File: src/rtl/riscv_ahb_pkg.sv
// Shared AHB-Lite encodings, error-sequence state type and the access alignment check
// for the RISC-V AHB master bridge.
package riscv_ahb_pkg;

  localparam logic [1:0] HTRANS_IDLE   = 2'b00;
  localparam logic [1:0] HTRANS_NONSEQ = 2'b10;

  localparam logic [2:0] HSIZE_BYTE  = 3'b000;
  localparam logic [2:0] HSIZE_HALF  = 3'b001;
  localparam logic [2:0] HSIZE_WORD  = 3'b010;
  localparam logic [2:0] HSIZE_DWORD = 3'b011;

  localparam logic [2:0] HBURST_SINGLE = 3'b000;

  typedef enum logic {
    ERR_OK   = 1'b0,
    ERR_ERR1 = 1'b1
  } err_state_e;

  // Sizes wider than the bus are reported as misaligned as well.
  function automatic logic is_aligned(input logic [2:0] addr_lo,
                                      input logic [2:0] size,
                                      input logic [2:0] max_size);
    logic ok;
    ok = 1'b0;
    if (size <= max_size) begin
      case (size)
        HSIZE_BYTE:  ok = 1'b1;
        HSIZE_HALF:  ok = (addr_lo[0] == 1'b0);
        HSIZE_WORD:  ok = (addr_lo[1:0] == 2'b00);
        HSIZE_DWORD: ok = (addr_lo == 3'b000);
        default:     ok = 1'b0;
      endcase
    end else begin
      ok = 1'b0;
    end
    return ok;
  endfunction

endpackage

File: src/rtl/riscv_sync_fifo.sv
// Synchronous FIFO used as the bridge request queue; flush discards all queued entries.
module riscv_sync_fifo #(
  parameter int WIDTH = 8,
  parameter int DEPTH = 2
) (
  input  logic             CLK,
  input  logic             RST,
  input  logic             push_i,
  input  logic [WIDTH-1:0] wdata_i,
  input  logic             pop_i,
  input  logic             flush_i,
  output logic [WIDTH-1:0] rdata_o,
  output logic             full_o,
  output logic             empty_o
);

  localparam int AW = $clog2(DEPTH);

  logic [WIDTH-1:0] mem_q [DEPTH];
  logic [AW:0]      wr_ptr_q;
  logic [AW:0]      rd_ptr_q;

  assign empty_o = (wr_ptr_q == rd_ptr_q);
  assign full_o  = (wr_ptr_q[AW] != rd_ptr_q[AW]) && (wr_ptr_q[AW-1:0] == rd_ptr_q[AW-1:0]);
  assign rdata_o = mem_q[rd_ptr_q[AW-1:0]];

  // Pointer update; the extra MSB distinguishes full from empty.
  always_ff @(posedge CLK or negedge RST) begin
    if (!RST) begin
      wr_ptr_q <= '0;
      rd_ptr_q <= '0;
    end else if (flush_i) begin
      wr_ptr_q <= '0;
      rd_ptr_q <= '0;
    end else begin
      if (push_i && !full_o) wr_ptr_q <= wr_ptr_q + 1'b1;
      if (pop_i && !empty_o) rd_ptr_q <= rd_ptr_q + 1'b1;
    end
  end

  // Storage write
  always_ff @(posedge CLK) begin
    if (push_i && !full_o && !flush_i) mem_q[wr_ptr_q[AW-1:0]] <= wdata_i;
  end

endmodule

File: src/rtl/riscv_ahb_master_bridge.sv
// AHB-Lite master bridge: queued core requests issued as pipelined SINGLE transfers,
// in-order responses, two-cycle HRESP error handling with address-phase retry.
module riscv_ahb_master_bridge
  import riscv_ahb_pkg::*;
#(
  parameter int         ADDR_W    = 32,
  parameter int         DATA_W    = 32,
  parameter int         DEPTH     = 2,
  parameter logic [3:0] HPROT_VAL = 4'b0011
) (
  input  logic              CLK,
  input  logic              RST,
  input  logic              req_valid,
  output logic              req_ready,
  input  logic [ADDR_W-1:0] req_addr,
  input  logic              req_write,
  input  logic [2:0]        req_size,
  input  logic [DATA_W-1:0] req_wdata,
  input  logic              flush,
  output logic              rsp_valid,
  output logic              rsp_err,
  output logic [DATA_W-1:0] rsp_rdata,
  output logic [ADDR_W-1:0] HADDR,
  output logic [1:0]        HTRANS,
  output logic              HWRITE,
  output logic [2:0]        HSIZE,
  output logic [2:0]        HBURST,
  output logic              HMASTLOCK,
  output logic [3:0]        HPROT,
  output logic [DATA_W-1:0] HWDATA,
  input  logic [DATA_W-1:0] HRDATA,
  input  logic              HREADY,
  input  logic              HRESP
);

  localparam int         ENT_W    = ADDR_W + 1 + 3 + DATA_W;
  localparam logic [2:0] MAX_SIZE = (DATA_W == 64) ? HSIZE_DWORD : HSIZE_WORD;

  logic              fifo_full_s, fifo_empty_s, push_s, pop_s, adv_s, load_a_s;
  logic [ENT_W-1:0]  fifo_rdata_s;
  logic [ADDR_W-1:0] h_addr_s;
  logic              h_write_s;
  logic [2:0]        h_size_s;
  logic [DATA_W-1:0] h_wdata_s;

  logic              a_valid_q, a_err_q, a_write_q;
  logic [ADDR_W-1:0] a_addr_q;
  logic [2:0]        a_size_q;
  logic [DATA_W-1:0] a_wdata_q;
  logic              d_valid_q, d_err_q, d_write_q;
  logic [DATA_W-1:0] d_wdata_q;
  err_state_e        st_q;
  logic              rsp_valid_q, rsp_err_q;
  logic [DATA_W-1:0] rsp_rdata_q;

  assign req_ready = !fifo_full_s && !flush;
  assign push_s    = req_valid && req_ready;
  // In ERR1 the address stage must not advance: its phase was cancelled and is retried.
  assign adv_s     = HREADY && (st_q == ERR_OK);
  assign load_a_s  = !a_valid_q || adv_s;
  assign pop_s     = !fifo_empty_s && load_a_s && !flush;

  assign {h_addr_s, h_write_s, h_size_s, h_wdata_s} = fifo_rdata_s;

  riscv_sync_fifo #(.WIDTH(ENT_W), .DEPTH(DEPTH)) u_req_fifo (
    .CLK     (CLK),
    .RST     (RST),
    .push_i  (push_s),
    .wdata_i ({req_addr, req_write, req_size, req_wdata}),
    .pop_i   (pop_s),
    .flush_i (flush),
    .rdata_o (fifo_rdata_s),
    .full_o  (fifo_full_s),
    .empty_o (fifo_empty_s)
  );

  // Address stage: loaded from the queue head, held while the bus stalls.
  always_ff @(posedge CLK or negedge RST) begin
    if (!RST) begin
      a_valid_q <= 1'b0;
      a_err_q   <= 1'b0;
      a_addr_q  <= '0;
      a_write_q <= 1'b0;
      a_size_q  <= 3'b000;
      a_wdata_q <= '0;
    end else if (pop_s) begin
      a_valid_q <= 1'b1;
      a_err_q   <= !is_aligned(h_addr_s[2:0], h_size_s, MAX_SIZE);
      a_addr_q  <= h_addr_s;
      a_write_q <= h_write_s;
      a_size_q  <= h_size_s;
      a_wdata_q <= h_wdata_s;
    end else if (adv_s) begin
      a_valid_q <= 1'b0;
    end
  end

  // Data stage, error FSM and registered response.
  always_ff @(posedge CLK or negedge RST) begin
    if (!RST) begin
      d_valid_q   <= 1'b0;
      d_err_q     <= 1'b0;
      d_write_q   <= 1'b0;
      d_wdata_q   <= '0;
      st_q        <= ERR_OK;
      rsp_valid_q <= 1'b0;
      rsp_err_q   <= 1'b0;
      rsp_rdata_q <= '0;
    end else begin
      rsp_valid_q <= 1'b0;
      rsp_err_q   <= 1'b0;
      rsp_rdata_q <= '0;
      if (d_valid_q && HREADY) begin
        rsp_valid_q <= 1'b1;
        rsp_err_q   <= d_err_q || HRESP || (st_q == ERR_ERR1);
        if (!d_write_q && !d_err_q && !HRESP && (st_q == ERR_OK)) rsp_rdata_q <= HRDATA;
      end
      case (st_q)
        ERR_OK:   if (d_valid_q && !d_err_q && HRESP && !HREADY) st_q <= ERR_ERR1;
        ERR_ERR1: if (HREADY) st_q <= ERR_OK;
        default:  st_q <= ERR_OK;
      endcase
      if (adv_s) begin
        d_valid_q <= a_valid_q;
        d_err_q   <= a_err_q;
        d_write_q <= a_write_q;
        d_wdata_q <= a_wdata_q;
      end else if (HREADY) begin
        d_valid_q <= 1'b0;
      end
    end
  end

  assign HTRANS    = (a_valid_q && !a_err_q && (st_q == ERR_OK)) ? HTRANS_NONSEQ : HTRANS_IDLE;
  assign HADDR     = a_addr_q;
  assign HWRITE    = a_write_q;
  assign HSIZE     = a_size_q;
  assign HWDATA    = (d_valid_q && d_write_q && !d_err_q) ? d_wdata_q : '0;
  assign HBURST    = HBURST_SINGLE;
  assign HMASTLOCK = 1'b0;
  assign HPROT     = HPROT_VAL;
  assign rsp_valid = rsp_valid_q;
  assign rsp_err   = rsp_err_q;
  assign rsp_rdata = rsp_rdata_q;

endmodule
File: config.mk
export PLATFORM = sky130hd
export DESIGN_NAME = riscv_ahb_master_bridge
export DESIGN_NICKNAME = d
export VERILOG_FILES = /design/src/rtl/riscv_ahb_pkg.sv /design/src/rtl/riscv_sync_fifo.sv /design/src/rtl/riscv_ahb_master_bridge.sv
export SDC_FILE = /design/constraint.sdc
export NUM_CORES = 1
export LEC_CHECK = 0
export BUFFER_PORTS_ARGS = -buffer_cell sky130_fd_sc_hd__buf_4
export CAP_MARGIN = 0
export CORE_ASPECT_RATIO = 0.8
export CORE_UTILIZATION = 25
export DETAILED_ROUTE_END_ITERATION = 10
export GPL_TIMING_DRIVEN = 1
export PLACE_DENSITY = 0.43
export SYNTH_ARGS = -nofsm -noshare
export SYNTH_HDL_FRONTEND = slang
export SYNTH_SLANG_ARGS = --single-unit
File: constraint.sdc
create_clock -name CLK -period 5.65 [get_ports CLK]
set_clock_uncertainty 0.1 [all_clocks]
set_input_delay 0.2825 -clock CLK [delete_from_list [all_inputs] [get_ports CLK]]
set_output_delay 0.2825 -clock CLK [all_outputs]
set_load 0.01 [all_outputs]
# ---- After elaboration in Yosys (flattened, before gate mapping)
# Memories as Yosys holds them, arrays and structs flattened.
# Index checks and enable logic that the tools add are counted.
dict set report totals {
  ff_bits 144
  latch_bits 0
  mem_bits_rw 136
  romBits 0
  inputBits 106
  word_cells 90
  mem_count 1
}
dict set report classes {
  add_sub_neg 2
  n_mul 0
  div_mod_pow 0
  magnitude_cmp 1
  n_eq_ne 6
  shifts 0
  n_mux 22
  bitwise 2
  reduce_logical 40
}
# memory words width rd rd_clocked_by_memory_dff wr line_no
set memory_table {}
lappend memory_table {u_req_fifo.mem_q 2 68 1 0 1 riscv_sync_fifo.sv:19} ;# logic [WIDTH-1:0] mem_q [DEPTH];
# op n
set op_table {}
lappend op_table {{$mux 32} 3}
lappend op_table {{$logic_and 1x1->1} 20}
lappend op_table {{$mux 1} 12}
lappend op_table {{$logic_not 1->1} 10}
lappend op_table {{$mux 2} 5}
lappend op_table {{$reduce_bool 2->1} 4}
lappend op_table {{$eq 3x2->1 const B} 2}
lappend op_table {{$logic_not 3->1} 2}
lappend op_table {{$add 2x1->2 const B} 2}
lappend op_table {{$pmux 1 s4} 1}
lappend op_table {{$eq 3x1->1 const B} 1}
lappend op_table {{$le 3x2->1 const B} 1}
lappend op_table {{$logic_or 1x1->1} 3}
lappend op_table {{$eq 2x2->1} 1}
lappend op_table {{$logic_not 2->1} 1}
lappend op_table {{$not 1->1} 2}
lappend op_table {{$pmux 1 s2} 1}
lappend op_table {{$eq 1x1->1} 1}
lappend op_table {{$ne 1x1->1} 1}

# ---- Logic depth before layout (Yosys ltp)
# Gate-level depths: netlist of the first run.
dict set report depth {
  ltp_word 9
  mapped_depth 7
}

# ---- Cells and area by module
# From an unflattened synthesis of the first run, not the netlist that was laid out.
dict set report unflattened {
  hier_cells 670
  area_unflattened_um2 10622.7
}
# module n_inst cells_per_inst area_each_um2 seq_area_each_um2
set modules_own_cells {}
lappend modules_own_cells {riscv_ahb_master_bridge 1 428 5452.7 3503.4}
lappend modules_own_cells {riscv_sync_fifo 1 242 5170.0 4184.0}

# ---- Least setup slack after synthesis of the first run
# OpenSTA, ideal clock, no wires.
dict set report synth_timing {
  path_kind {flip-flop to flip-flop}
  start {register u_req_fifo.rd_ptr_q[0]}
  end {memory u_req_fifo.mem_q[0][0] (netlist name), enable pin}
  setup_ns 0.494
  t_arrival_ns 3.929
  required_time_ns 5.056
  setup_slack_ns 1.127
  path_stages_with_launch 6
  n_path_buf 1
  synth_period_minus_slack_ns 4.523
  path_cell_list {dfrtp_1 buf_2 xnor2_1 a21oi_1 nand2_1 nor2_1}
}
dict set report synth_between {
  elab_chain_cells 9
}
# item line_no
set synth_lines {}
lappend synth_lines {{start, declared} riscv_sync_fifo.sv:21} ;# logic [AW:0] rd_ptr_q;
lappend synth_lines {{start signal, assigned} riscv_sync_fifo.sv:37} ;# if (pop_i && !empty_o) rd_ptr_q <= rd_ptr_q + 1'b1;
lappend synth_lines {{$eq 1x1->1} riscv_sync_fifo.sv:24} ;# assign full_o = (wr_ptr_q[AW] != rd_ptr_q[AW]) && (wr_ptr_q[AW-1:0] == rd_ptr_q[AW-1:0]);
lappend synth_lines {{$logic_and 1x1->1} riscv_sync_fifo.sv:24}
lappend synth_lines {{$logic_not 1->1} riscv_ahb_master_bridge.sv:56} ;# assign req_ready = !fifo_full_s && !flush;
lappend synth_lines {{$logic_and 1x1->1} riscv_ahb_master_bridge.sv:56}
lappend synth_lines {{via req_ready} riscv_ahb_master_bridge.sv:14} ;# output logic req_ready,
lappend synth_lines {{$logic_and 1x1->1} riscv_ahb_master_bridge.sv:57} ;# assign push_s = req_valid && req_ready;
lappend synth_lines {{$logic_and 1x1->1 (2 in a row)} riscv_sync_fifo.sv:43} ;# if (push_i && !full_o && !flush_i) mem_q[wr_ptr_q[AW-1:0]] <= wdata_i;
lappend synth_lines {{$mux 1} riscv_sync_fifo.sv:43}
lappend synth_lines {{$mux 1 (not written as such)} riscv_sync_fifo.sv:43}
lappend synth_lines {{end, declared} riscv_sync_fifo.sv:19}
# The timed path passes the listed nets, and every way through them passes these cells.

# ---- Worst setup path after layout of the first run
dict set report layout_timing {
  start {register u_req_fifo.rd_ptr_q[0]}
  end {memory u_req_fifo.mem_q[0][26] (netlist name), enable pin}
}
dict set report layout_between {
  elab_chain_cells 9
}
# item line_no
set layout_lines {}
lappend layout_lines {{$eq 1x1->1 (*)} riscv_sync_fifo.sv:24}
lappend layout_lines {{$logic_and 1x1->1 (*)} riscv_sync_fifo.sv:24}
lappend layout_lines {{$logic_not 1->1 (*)} {riscv_sync_fifo.sv:43, riscv_ahb_master_bridge.sv:56}}
lappend layout_lines {{$logic_and 1x1->1} riscv_ahb_master_bridge.sv:56}
lappend layout_lines {{$logic_and 1x1->1} riscv_ahb_master_bridge.sv:57}
lappend layout_lines {{$logic_and 1x1->1 (*) (2 in a row)} riscv_sync_fifo.sv:43}
lappend layout_lines {{$mux 1 (*)} riscv_sync_fifo.sv:43}
lappend layout_lines {{$mux 1 (not written as such) (*)} riscv_sync_fifo.sv:43}
# Every way passes the cells marked *; elsewhere a longest branch is shown, timed or not.

==> results.toml, run 1 <==
[run_status]
status = "finished clean"

[cells_and_area]
fillers = 3933
drive_gt1_frac = 0.247
seq_area_um2 = 7690
stdcell_count = 1616
nNetsFinal = 1161
layout_common_cells = "buf_4, dfrtp_1, edfxtp_1"
multiInputGateArea_um2 = 2390
mostFrequentLayoutCell = "buf_4"
area_growth_pct = 41.0

[cts]
clkLatencyLatePin_ns = 0.56
cts_htree_levels = 1
cts_made_buffers = 31
clockBufferDepth = 3
root_buffer = "clkbuf_16"
post_cts_buffers = 0
cts_tree = "built"
path_clk_slew_ns = 0.06
clock_sinks = 280

[die]
pin_count = 219
placementRows = 65
start_util = 0.257
die_area_um2 = 41900
die_w_um = 229
fp.dieH_um = 183
placeableCoreArea_um2 = 39900

[detailed_routing]
wl_um = 24600
drt_pre_antenna_iters = 4
wl_met1_um = 12100
first_iter_violations = 367
wl_per_cell_um = 15.2
drc = 0
vias = 6440
dr_wl_met3_um = 1120
top_layer = "met4"
vias_per_cell = 3.99
ant_nets = 0
met2_length_um = 10800

[global_route]
grt_max_degree = 75
grt_pass1_wl_um = 38600
grt_pass1_vias = 6516
gr-usage-all-layers = 0.118
overflow = 0
antenna_found_initial = 1

[power]
ir_worst_vdd_mv = 0.263
leakagePower_nw = 6.10
power.density_nw_per_um2 = 435

[timing]
hold_viol = 0
min_period_ns = 2.90
worstMarginPinSlew_ns = 1.06
setup_tns_ns = 0
setup_viol_count_final = 0
max_slew_margin = 0.290
finalMaxSlewViolations = 0
post-route-period-util = 0.513
max_freq_mhz = 345
rsz0062_at_grt = "no"

[logic_synthesis]
synthCells = 738
yosys_warnings = 0
synth_cell_type_count = 32
synth_top_area_share = 0.398
yosys.area.top_type = "edfxtp_1"
ys_top_cells_by_area = "edfxtp_1, dfrtp_1, mux2i_1"
synth-seq-cells = 280
yosysSeqAreaShare = 0.749
netlist_area_um2 = 10300
postSynthAreaPerCell_um2 = 13.9

[placed_design]
port_buffers = 209
place_inst = 1452
dp_hpwl_um = 15000
place.gp.congestion = 0.721

[worst_setup_path]
max_stage_delay_ns = 0.75
crit_slowest_cell = "dfrtp_4"
crit_path_start_kind = "flip-flop"
cp_num_buf_inv = 1
crit_family = "flip-flops"
path_cells = "xnor2_1, a21oi_1, nand2_1, nor2_4, buf_4"
path_max_fanout = 28
critical_path_required_ns = 5.76
path_class = "reg -> reg"
cp.arrival_ns = 3.01
critPathCaptureType = "flip-flop"

[worst_hold_path]
hp-class = "in -> async"

[run]
cap_viol_max_count = 0
-- power breakdown --
group / switching (W) / internal (W)
clock network: 0.000814 / 0.00121
registers: 0.000262 / 0.00261
logic: 0.000753 / 0.000654
-- stage by stage --
step | setup slack [ns] | hold WS, ns | area [µm²] | utilization | total power, W
after floorplan | 1.13 | -0.113 | 10300 | - | 0.00370
after global placement | 2.70 | 0.244 | 12400 | 0.310 | 0.00428
after detailed placement | 2.66 | 0.247 | 12400 | 0.310 | 0.00430
after CTS | 2.63 | 0.209 | 14500 | 0.362 | 0.00643
after global routing | 2.50 | 0.247 | 14500 | 0.362 | 0.00669
final | 2.75 | 0.202 | 14500 | 0.363 | 0.00630
-- layer usage --
metal	global-route usage	vias to the layer above
li1	-	3161
met1	0.169	3096
met2	0.181	143
met3	0.0261	40
met4	0.0279	0
met5	0	-
-- logic make-up (layout without fill, tap and decap cells) --
kind of cell    count (synthesis)  after routing  synth area share
other cells                     2             10          0.000732
xor+xnor                        6              6           0.00512
mux                            69             69            0.0673
compound gates                 82             82            0.0441
simple gates                  249            249             0.109
flops                         280            280             0.749
buf+inv                        50            384            0.0245
-- final timing paths --
path,from,endpoint,cells past startpoint,slack [ns]
max in group asynchronous,RST,HADDR[26]$_DFFE_PN0P_,3,4.18
worst min register to register,d_wdata_q[27]$_DFFE_PN0P_,d_wdata_q[27]$_DFFE_PN0P_,2,0.37
worst max-delay path,u_req_fifo.rd_ptr_q[0]$_DFFE_PN0P_,u_req_fifo.mem_q[0][26]$_DFFE_PP_,5,2.75
min in group CLK,req_addr[26],u_req_fifo.mem_q[1][62]$_DFFE_PP_,2,0.35
worst max register to register,u_req_fifo.rd_ptr_q[0]$_DFFE_PN0P_,u_req_fifo.mem_q[0][26]$_DFFE_PP_,5,2.75
worst min-delay path,RST,rsp_rdata[26]$_DFF_PN0_,2,0.20
-- worst register-to-register path, stage by stage (launching register included) --
cell and delay, ns:
dfrtp_4 0.75, xnor2_1 0.24, a21oi_1 0.24, nand2_1 0.14, nor2_4 0.58, buf_4 0.49
-- synth_stat cells --
| cell type | n |
|---|---|
| a221oi_1 | 1 |
| nor2_1 | 74 |
| nor3_1 | 1 |
| buf_4 | 13 |
| o21a_1 | 2 |
| o221ai_1 | 2 |
| inv_1 | 4 |
| nand2_1 | 102 |
| nand3b_1 | 1 |
| o21ai_0 | 2 |
| a31oi_1 | 1 |
| and2_1 | 65 |
| buf_1 | 2 |
| xor2_1 | 1 |
| xnor2_1 | 5 |
| dfrtp_1 | 144 |
| buf_2 | 12 |
| and3b_1 | 1 |
| a21o_1 | 1 |
| conb_1 | 2 |
| a41oi_1 | 1 |
| nor3b_1 | 1 |
| a221oi_2 | 1 |
| clkbuf_1 | 19 |
| nor2b_1 | 2 |
| and3_1 | 1 |
| edfxtp_1 | 136 |
| o2111a_1 | 1 |
| nand2b_1 | 1 |
| a22oi_1 | 1 |
| mux2i_1 | 69 |
| a21oi_1 | 69 |
-- layout make-up --
type / instances / area share
Tap cell: 536 / 0.0463
Sequential cell: 280 / 0.531
Multi-Input combinational cell: 415 / 0.165
Clock inverter: 19 / 0.0133
Antenna cell: 1 / 0.000173
Clock buffer: 38 / 0.0568
Timing Repair Buffer: 323 / 0.186
Inverter: 4 / 0.00104
-- registers in the layout (all words and copies together) (netlist names) --
name / flops
a_wdata_q: 32
HSIZE: 3
a_valid_q: 1
rsp_err: 1
d_write_q: 1
d_wdata_q: 32
st_q: 1
a_err_q: 1
d_valid_q: 1
u_req_fifo.mem_q: 136
u_req_fifo.rd_ptr_q: 2
d_err_q: 1
rsp_rdata: 32
HWRITE: 1
HADDR: 32
u_req_fifo.wr_ptr_q: 2
rsp_valid: 1
-- repair_timing --
action                     in CTS  in global routing
hold buffers                  106                  0
setup endpoints to repair       0                  0
hold endpoints to repair      238                  0
resized for setup               0                  0
Power figures use the tool's default switching activity.
==> inputs of run 2 (changes only) <==
==> constraint.sdc (replaced) <==
create_clock -name CLK -period 2.8 [get_ports CLK]
set_clock_uncertainty 0.1 [all_clocks]
set_input_delay 0.14 -clock CLK [delete_from_list [all_inputs] [get_ports CLK]]
set_output_delay 0.14 -clock CLK [all_outputs]
set_load 0.01 [all_outputs]
==> run 2 against run 1 <==
Cell area increased by 0.41%. Combinational power is 110% higher. Largest power group unchanged. Clock power rose by 92%. Critical path type is now reg -> out. Highest routed layer unchanged. Sequential cell count is the same. Register-to-register slack got worse by 2.0 ns. Sequential power is 99% higher. Clock-buffer cell count increased by 5. Worst setup slack got worse by 2.2 ns.
==> results.toml, run 2 (synthesis gave the netlist of run 1 again) <==
[run_status]
status = "finished clean"

[worst_setup_path]
crit_slowest_cell = "and3_1"
crit_path_start_kind = "flip-flop"
max_stage_delay_ns = 0.47
critPathCaptureType = "primary output"
critical_path_required_ns = 2.56
cp_num_buf_inv = 3
path_max_fanout = 22
crit_family = "simple AND/OR/NAND/NOR gates"
path_class = "reg -> out"
cp.arrival_ns = 2.06
path_cells = "inv_1, and3_1, buf_12, and2_1, buf_4"

[worst_hold_path]
hp-class = "in -> async"

[power]
ir_worst_vdd_mv = 0.552
power.density_nw_per_um2 = 865
leakagePower_nw = 6.11

[timing]
post-route-period-util = 0.821
finalMaxSlewViolations = 0
worstMarginPinSlew_ns = 0.593
max_slew_margin = 0.605
min_period_ns = 2.30
setup_tns_ns = 0
rsz0062_at_grt = "no"
whs_ns = 0.0245
max_freq_mhz = 435
hold_viol = 0
setup_viol_count_final = 0

[detailed_routing]
vias = 6413
wl_um = 25000
vias_per_cell = 3.96
drc = 0
drt_pre_antenna_iters = 4
wl_per_cell_um = 15.4
first_iter_violations = 326
ant_nets = 0

[die]
placeableCoreArea_um2 = 39900
fp.dieH_um = 183
die_w_um = 229
start_util = 0.257
placementRows = 65
pin_count = 219
die_area_um2 = 41900

[global_route]
overflow = 0
gr-usage-all-layers = 0.120
grt_max_degree = 89
grt_pass1_vias = 6653
grt_pass1_wl_um = 38900
antenna_found_initial = 1

[placed_design]
place_area_um2 = 12500
place.gp.congestion = 0.698
dp_hpwl_um = 15300
port_buffers = 209

[cells_and_area]
final_area_um2 = 14500
nNetsFinal = 1166
largest_reg_flops = 136
mostFrequentLayoutCell = "buf_4"
layout_common_cells = "buf_4, dfrtp_1, edfxtp_1"
area_growth_pct = 41.6
drive_gt1_frac = 0.250
fillers = 3943

[cts]
clock_sinks = 280
cts_htree_levels = 1
clkLatencyLatePin_ns = 0.55
root_buffer = "clkbuf_16"
clockBufferDepth = 3
path_clk_slew_ns = 0.06
cts_made_buffers = 31
cts_tree = "built"
post_cts_buffers = 0

[run]
cap_viol_max_count = 0
## run 2: power breakdown
group	total [W]	leakage (nW)	switching (W)	internal, W
Sequential	0.00570	2.97	0.000445	0.00526
Clock	0.00387	0.478	0.00159	0.00229
Combinational	0.00300	2.67	0.00163	0.00137
Total	0.0126	6.11	0.00366	0.00892
## run 2: final cells by class
cell class                 count  area (µm²)  share of cell area
clock buffer                  43         851              0.0585
inverter                       4        15.0             0.00103
antenna                        1        2.50            0.000172
timing repair buffer         328        2810               0.193
tap                          536         671              0.0461
sequential                   280        7690               0.529
multi-input combinational    415        2380               0.164
clock inverter                14         118             0.00809
## run 2: final timing paths
kind	start	endpoint	slack, ns	depth (start not counted)
worst max-delay path	d_err_q$_DFFE_PN0P_	HWDATA[24]	0.50	5
worst min-delay path	RST	rsp_rdata[29]$_DFF_PN0_	0.02	2
worst max register to register	u_req_fifo.wr_ptr_q[0]$_DFFE_PN0P_	u_req_fifo.mem_q[0][7]$_DFFE_PP_	0.74	5
worst min register to register	a_wdata_q[0]$_DFFE_PN0P_	d_wdata_q[0]$_DFFE_PN0P_	0.36	2
max in group asynchronous	RST	rsp_rdata[30]$_DFF_PN0_	1.70	3
min in group CLK	req_wdata[14]	u_req_fifo.mem_q[1][14]$_DFFE_PP_	0.21	2
## run 2: stage by stage
| step | instances | setup slack, ns | total power [W] | util |
|---|---|---|---|---|
| after floorplan | 745 | 0.149 | 0.00745 | - |
| after detailed placement | 1457 | 0.713 | 0.00872 | 0.313 |
| final | 1621 | 0.501 | 0.0126 | 0.364 |
| after CTS | 1620 | 0.409 | 0.0128 | 0.364 |
| after global routing | 1621 | 0.383 | 0.0134 | 0.364 |
| after global placement | 1457 | 0.697 | 0.00868 | 0.313 |
## run 2: what timing repair did
item,CTS,global route
hold buffers,106,0
setup endpoints to repair,0,0
hold endpoints to repair,289,0
gates resized for setup,0,0
## run 2: per-layer routing
layer  up-vias  routed length, µm  track usage
met5         -                  0            0
met1      3079              11700        0.163
met3        30               1280       0.0278
met2       135              11500        0.195
li1       3169                  -            -
met4         0                498       0.0282
## run 2: worst register-to-register path: stages, from the launching register on
cell     delay (ns)
dfrtp_1        0.46
xnor2_1        0.23
a21oi_1        0.21
nand2_1        0.14
nor2_4         0.13
buf_4          0.41
